## src/rtl/cpu_types_pkg.sv

```systemverilog
// Shared CPU types: instruction opcodes and register-index type for the
// 5-stage MIPS pipeline.
package cpu_types_pkg;

    typedef logic [4:0] regbits_t;

    typedef enum logic [5:0] {
        RTYPE = 6'h00,
        J     = 6'h02,
        JAL   = 6'h03,
        BEQ   = 6'h04,
        BNE   = 6'h05,
        ADDI  = 6'h08,
        LW    = 6'h23,
        SW    = 6'h2B,
        HALT  = 6'h3F
    } opcode_t;

endpackage

```

## src/rtl/hazard_pkg.sv

```systemverilog
// Hazard controller types and register-use helpers.
package hazard_pkg;

    import cpu_types_pkg::*;

    typedef enum logic [1:0] {
        HS_RUN,
        HS_LDSTALL,
        HS_HALTED
    } hstate_t;

    localparam int unsigned LD_STALL_MAX = 7;

    // Only these formats source rt; for I-type ALU ops and LW, rt is the destination.
    function automatic logic reads_rt(opcode_t op);
        return (op == RTYPE) || (op == BEQ) || (op == BNE) || (op == SW);
    endfunction

    // True when instr sources register r; $zero is hardwired and never a hazard.
    function automatic logic uses_reg(logic [31:0] instr, regbits_t r);
        opcode_t  op;
        regbits_t rs;
        regbits_t rt;
        logic     unused_imm;
        op         = opcode_t'(instr[31:26]);
        rs         = instr[25:21];
        rt         = instr[20:16];
        unused_imm = ^instr[15:0];
        return (r != 5'd0) && ((rs == r) || (reads_rt(op) && (rt == r)));
    endfunction

endpackage

```

## src/rtl/hazard_perf_cnt.sv

```systemverilog
// Three saturating performance counters for the hazard controller:
// stall cycles, taken-branch flush events and dcache wait cycles.
module hazard_perf_cnt #(
    parameter int unsigned CNT_W = 32
) (
    input  logic             clk,
    input  logic             rst_n,
    input  logic             stall_inc_i,
    input  logic             flush_inc_i,
    input  logic             dwait_inc_i,
    output logic [CNT_W-1:0] stall_cycles_o,
    output logic [CNT_W-1:0] flush_events_o,
    output logic [CNT_W-1:0] dwait_cycles_o
);

    logic [2:0]       inc;
    logic [CNT_W-1:0] cnt_q [3];

    assign inc = {dwait_inc_i, flush_inc_i, stall_inc_i};

    // Counters stick at all-ones rather than wrapping.
    always_ff @(posedge clk or negedge rst_n) begin
        if (!rst_n) begin
            for (int i = 0; i < 3; i++) cnt_q[i] <= '0;
        end else begin
            for (int i = 0; i < 3; i++) begin
                if (inc[i] && (cnt_q[i] != '1)) cnt_q[i] <= cnt_q[i] + CNT_W'(1);
            end
        end
    end

    assign stall_cycles_o = cnt_q[0];
    assign flush_events_o = cnt_q[1];
    assign dwait_cycles_o = cnt_q[2];

endmodule

```

## src/rtl/hazard_ctrl.sv

```systemverilog
// Stall/flush controller for the 5-stage MIPS pipeline. Generates every
// pipeline-latch enable and flush plus the PC enable from latch contents.
// Define HAZARD_PERF_EN to add saturating stall/flush/dwait counters.
module hazard_ctrl
    import cpu_types_pkg::*;
    import hazard_pkg::*;
#(
    parameter int unsigned LD_STALL = 1,   // 1..LD_STALL_MAX bubbles per load-use
    parameter int unsigned BR_FLUSH = 2,   // 1=IF/ID, 2=+ID/EX, 3=+EX/MEM
    parameter int unsigned CNT_W    = 32
) (
    input  logic        clk,
    input  logic        rst_n,
    input  logic        ihit_i,
    input  logic        dhit_i,
    input  logic        mem_dacc_i,
    input  logic [31:0] dec_instr_i,
    input  logic [31:0] ex_instr_i,
    input  logic [4:0]  ex_dest_i,
    input  logic        ex_rfwen_i,
    input  logic [4:0]  mem_dest_i,
    input  logic        mem_rfwen_i,
    input  logic        br_taken_i,
    input  logic        mem_halt_i,
    output logic        pc_en_o,
    output logic        fd_en_o,
    output logic        dx_en_o,
    output logic        xm_en_o,
    output logic        mw_en_o,
    output logic        fd_flush_o,
    output logic        dx_flush_o,
    output logic        xm_flush_o,
    output logic        halted_o
`ifdef HAZARD_PERF_EN
    ,
    output logic [CNT_W-1:0] stall_cycles_o,
    output logic [CNT_W-1:0] flush_events_o,
    output logic [CNT_W-1:0] dwait_cycles_o
`endif
);

    localparam logic FLUSH_FD = (BR_FLUSH >= 1);
    localparam logic FLUSH_DX = (BR_FLUSH >= 2);
    localparam logic FLUSH_XM = (BR_FLUSH >= 3);

    hstate_t    state_q, state_d;
    logic [2:0] scnt_q, scnt_d;

    opcode_t ex_op, dec_op;
    logic    dwait, lu, brh;
    logic    stall_evt, flush_evt, dwait_evt;

    assign ex_op  = opcode_t'(ex_instr_i[31:26]);
    assign dec_op = opcode_t'(dec_instr_i[31:26]);
    assign dwait  = mem_dacc_i & ~dhit_i;

    assign lu  = (ex_op == LW) & ex_rfwen_i & uses_reg(dec_instr_i, ex_dest_i);
    assign brh = ((dec_op == BEQ) | (dec_op == BNE)) &
                 ((ex_rfwen_i  & uses_reg(dec_instr_i, ex_dest_i)) |
                  (mem_rfwen_i & uses_reg(dec_instr_i, mem_dest_i)));

    assign halted_o = (state_q == HS_HALTED);

    // State and stall-counter register.
    always_ff @(posedge clk or negedge rst_n) begin
        if (!rst_n) begin
            state_q <= HS_RUN;
            scnt_q  <= '0;
        end else begin
            state_q <= state_d;
            scnt_q  <= scnt_d;
        end
    end

    // Next state and enables/flushes, resolved in fixed priority order.
    always_comb begin
        state_d    = state_q;
        scnt_d     = scnt_q;
        pc_en_o    = 1'b0;
        fd_en_o    = 1'b0;
        dx_en_o    = 1'b0;
        xm_en_o    = 1'b0;
        mw_en_o    = 1'b0;
        fd_flush_o = 1'b0;
        dx_flush_o = 1'b0;
        xm_flush_o = 1'b0;
        stall_evt  = 1'b0;
        flush_evt  = 1'b0;
        dwait_evt  = 1'b0;
        if (!rst_n || (state_q == HS_HALTED)) begin
            state_d = state_q;            // whole pipeline frozen
        end else if (dwait) begin
            dwait_evt = 1'b1;             // freeze; a pending redirect waits too
        end else begin
            if (br_taken_i) begin
                pc_en_o    = 1'b1;
                fd_en_o    = 1'b1;
                dx_en_o    = 1'b1;
                xm_en_o    = 1'b1;
                mw_en_o    = 1'b1;
                fd_flush_o = FLUSH_FD;
                dx_flush_o = FLUSH_DX;
                xm_flush_o = FLUSH_XM;
                state_d    = HS_RUN;      // the redirect squashes the stalled consumer
                scnt_d     = '0;
                flush_evt  = 1'b1;
            end else if ((state_q == HS_RUN && lu) || (state_q == HS_LDSTALL) ||
                         brh || !ihit_i) begin
                // Hold PC and IF/ID, inject a bubble into ID/EX.
                dx_en_o    = 1'b1;
                xm_en_o    = 1'b1;
                mw_en_o    = 1'b1;
                dx_flush_o = 1'b1;
                stall_evt  = 1'b1;
                if (state_q == HS_LDSTALL) begin
                    scnt_d = scnt_q - 3'd1;
                    if (scnt_q == 3'd1) state_d = HS_RUN;
                end else if (lu && (LD_STALL > 1)) begin
                    state_d = HS_LDSTALL;
                    scnt_d  = 3'(LD_STALL - 1);
                end
            end else begin
                pc_en_o = 1'b1;
                fd_en_o = 1'b1;
                dx_en_o = 1'b1;
                xm_en_o = 1'b1;
                mw_en_o = 1'b1;
            end
            // HALT keeps itself in EX/MEM but retires into MEM/WB on this edge.
            if (mem_halt_i) begin
                xm_en_o    = 1'b0;
                xm_flush_o = 1'b0;
                mw_en_o    = 1'b1;
                state_d    = HS_HALTED;
                scnt_d     = '0;
            end
        end
    end

    logic unused_bits;

`ifdef HAZARD_PERF_EN
    hazard_perf_cnt #(
        .CNT_W (CNT_W)
    ) u_perf (
        .clk            (clk),
        .rst_n          (rst_n),
        .stall_inc_i    (stall_evt),
        .flush_inc_i    (flush_evt),
        .dwait_inc_i    (dwait_evt),
        .stall_cycles_o (stall_cycles_o),
        .flush_events_o (flush_events_o),
        .dwait_cycles_o (dwait_cycles_o)
    );
    assign unused_bits = ^ex_instr_i[25:0];
`else
    logic [CNT_W-1:0] unused_cnt_w;
    assign unused_cnt_w = '0;
    assign unused_bits  = ^{ex_instr_i[25:0], stall_evt, flush_evt, dwait_evt};
`endif

endmodule

```

## config.mk

```make
export PLATFORM = sky130hd
export DESIGN_NAME = hazard_ctrl
export DESIGN_NICKNAME = d
export VERILOG_FILES = /design/src/rtl/cpu_types_pkg.sv /design/src/rtl/hazard_pkg.sv /design/src/rtl/hazard_perf_cnt.sv /design/src/rtl/hazard_ctrl.sv
export SDC_FILE = /design/constraint.sdc
export NUM_CORES = 1
export LEC_CHECK = 0
export BUFFER_PORTS_ARGS = -buffer_cell sky130_fd_sc_hd__buf_2
export CAP_MARGIN = 30
export CORE_MARGIN = 4
export CORE_UTILIZATION = 25
export DETAILED_ROUTE_END_ITERATION = 8
export PLACE_DENSITY = 0.83
export SLEW_MARGIN = 25
export SYNTH_ARGS = -nofsm -noshare
export SYNTH_HDL_FRONTEND = slang
export SYNTH_SLANG_ARGS = --single-unit
```

## constraint.sdc

```tcl
create_clock -name clk -period 3 [get_ports clk]
set_clock_uncertainty 0.1 [all_clocks]
set_input_delay 0 -clock clk [delete_from_list [all_inputs] [get_ports clk]]
set_output_delay 0 -clock clk [all_outputs]
set_load 0.03 [all_outputs]
```

==> flow_metrics.tcl <==
set metrics [dict create \
    path_clk_slew_ns 0 \
    power.density_nw_per_um2 122 \
    drtAntennaViolNets 0 \
    gr-total-overflow 0 \
    wl_met1_um 596 \
    dr.pass1.iters 4 \
    synth-edff-count 0 \
    setup_viol 0 \
    hold_class "input port to register" \
    die_y_um 50.1 \
    total_power_w 0.0000856 \
    syn_area_um2 443 \
    finalSetupTns_ns 0 \
    hold_slack_ns 0.167 \
    syn_area_per_cell_um2 7.51 \
    syn_to_final_growth_pct 58.2 \
    antenna_cells 0 \
    met2_length_um 745 \
    synth_top_area_cell "xnor2_1" \
    drive_gt1_share_pct 49.5 \
    status "completed" \
    synth.top_cells.by_count "xnor2_1 (10), xor2_1 (10), inv_1 (4), nor3_1 (4)" \
    async_flop_share_pct 100 \
    io_pins 92 \
    gr-usage-all-layers_pct 10.9 \
    crit_path_end_kind "output port" \
    maxCapViolCount 0 \
    largest_register_ffs 1 \
    synth_seq_cells 1 \
    drv_slew 0 \
    wire_per_inst_um 11.5 \
    rows 14 \
    synth_area_leaders "xnor2_1 (20%), xor2_1 (20%), dfrtp_1 (5.6%), buf_4 (5.1%), nor3_1 (4.5%)" \
    fill_cells 172 \
    grt_max_degree 6 \
    wl_um 1490 \
    crit_required_ns 2.90 \
    clock_latency_ns 0 \
    synth_top_area_share_pct 19.8 \
    final_nets 190 \
    post_cts_buffers 0 \
    yosys_most_used_dff "dfrtp_1" \
    fin_crit_ns 1.70 \
    highest_layer "met3" \
    hold_violations 0 \
    ys_seq_area_share_pct 5.65 \
    synth_warnings 0 \
    fp.dieW_um 50.1 \
    fin_util_pct 44.0 \
    power.leakage_nw 0.346 \
    start_util_pct 27.8 \
    port_buffers 48 \
    path_class "input port to output port" \
    syn_inst 59 \
    synthesis.nets 142 \
    reg.largest.list "state_q x1" \
    ir_drop_mv 0.0521 \
    core_um2 1590 \
    worstPathMaxFanout 2 \
    vias 583 \
    drc 0 \
    rsz0062_at_grt "false" \
    met3_length_um 146 \
    r2r_slack_ns 2.21 \
    max_clock_freq_mhz 587 \
    yosysUniqueCellTypes 25 \
    grt_pass1_vias 600 \
    routabilityCongestion 0.882 \
    vias_per_cell 4.52 \
    die_area_um2 2510 \
    dr.first_iter.drc_count 6 \
    regMostFlops "state_q" \
    worstPathArrival_ns 1.60 \
    finalCritPeriodShare_pct 56.8 \
    grt_pass1_wl_um 2280 \
    antenna_found_initial 0 \
    critPathLaunchType "input port" \
]
-- area by class of cell --
type                       count  area, µm²  area share [%]
multi-input combinational     51        380            54.3
sequential                     1       25.0            3.57
tap                           24       30.0            4.29
timing repair buffer          49        250            35.7
inverter                       4       15.0            2.14
-- final timing paths --
path / startpoint / to / cells past startpoint
worst max-delay path: dec_instr_i[27] / dx_flush_o / 7
max in group asynchronous: rst_n / state_q[1] / 2
worst max register to register: state_q[1] / state_q[1] / 1
worst min-delay path: mem_halt_i / state_q[1] / 3
min in group asynchronous: rst_n / state_q[1] / 2
worst min register to register: state_q[1] / state_q[1] / 1
-- report_power, final --
part           switching [W]  leakage [nW]  internal [W]
registers      0.00000000159       0.00875     0.0000137
logic              0.0000333         0.338     0.0000386
clock network              0             0             0
-- cells by family after synthesis --
kind of cell / synth area share, %
flip-flops: 5.65
multiplexers: 2.26
AND/OR/NAND/NOR: 28.8
AO/OA/AOI/OAI: 14.4
XOR/XNOR: 39.5
buffers and inverters: 8.47
other: 0.847
-- placed cells by master, fill, tap and decap left out, types with 2 or more instances in the layout --
cell type	count
buf_2	48
or4_1	2
nand4_1	2
xor2_1	10
nor2_1	2
xnor2_1	10
inv_1	4
nand2_1	2
nor3_1	4
o21ai_0	3
nand3_1	3
-- critical path, stage by stage --
cell and delay [ns]:
buf_2 0.11, nor3_2 0.19, mux2i_1 0.12, or4_4 0.52, a221oi_2 0.31, o41a_1 0.17
buf_2 0.19
-- stage by stage --
step / cell area, µm² / std cells / worst slack [ns]
6_report: 701 / 129 / 1.30
5_1_grt: 701 / 129 / 1.20
3_5_place_dp: 691 / 128 / 1.29
4_1_cts: 701 / 129 / 1.29
3_3_place_gp: 691 / 128 / 1.32
2_1_floorplan: 443 / 59 / 0.564
-- layer usage --
layer  global-route usage, %  up-vias
met5                       0        -
met1                    11.9      255
li1                        -      299
met4                       0        0
met3                    2.41        0
met2                    22.0       29
-- timing repair --
item	CTS	global route
hold buffers	1	0
hold endpoints to repair	1	0
gates resized for setup	0	0
Power figures use the tool's default switching activity.
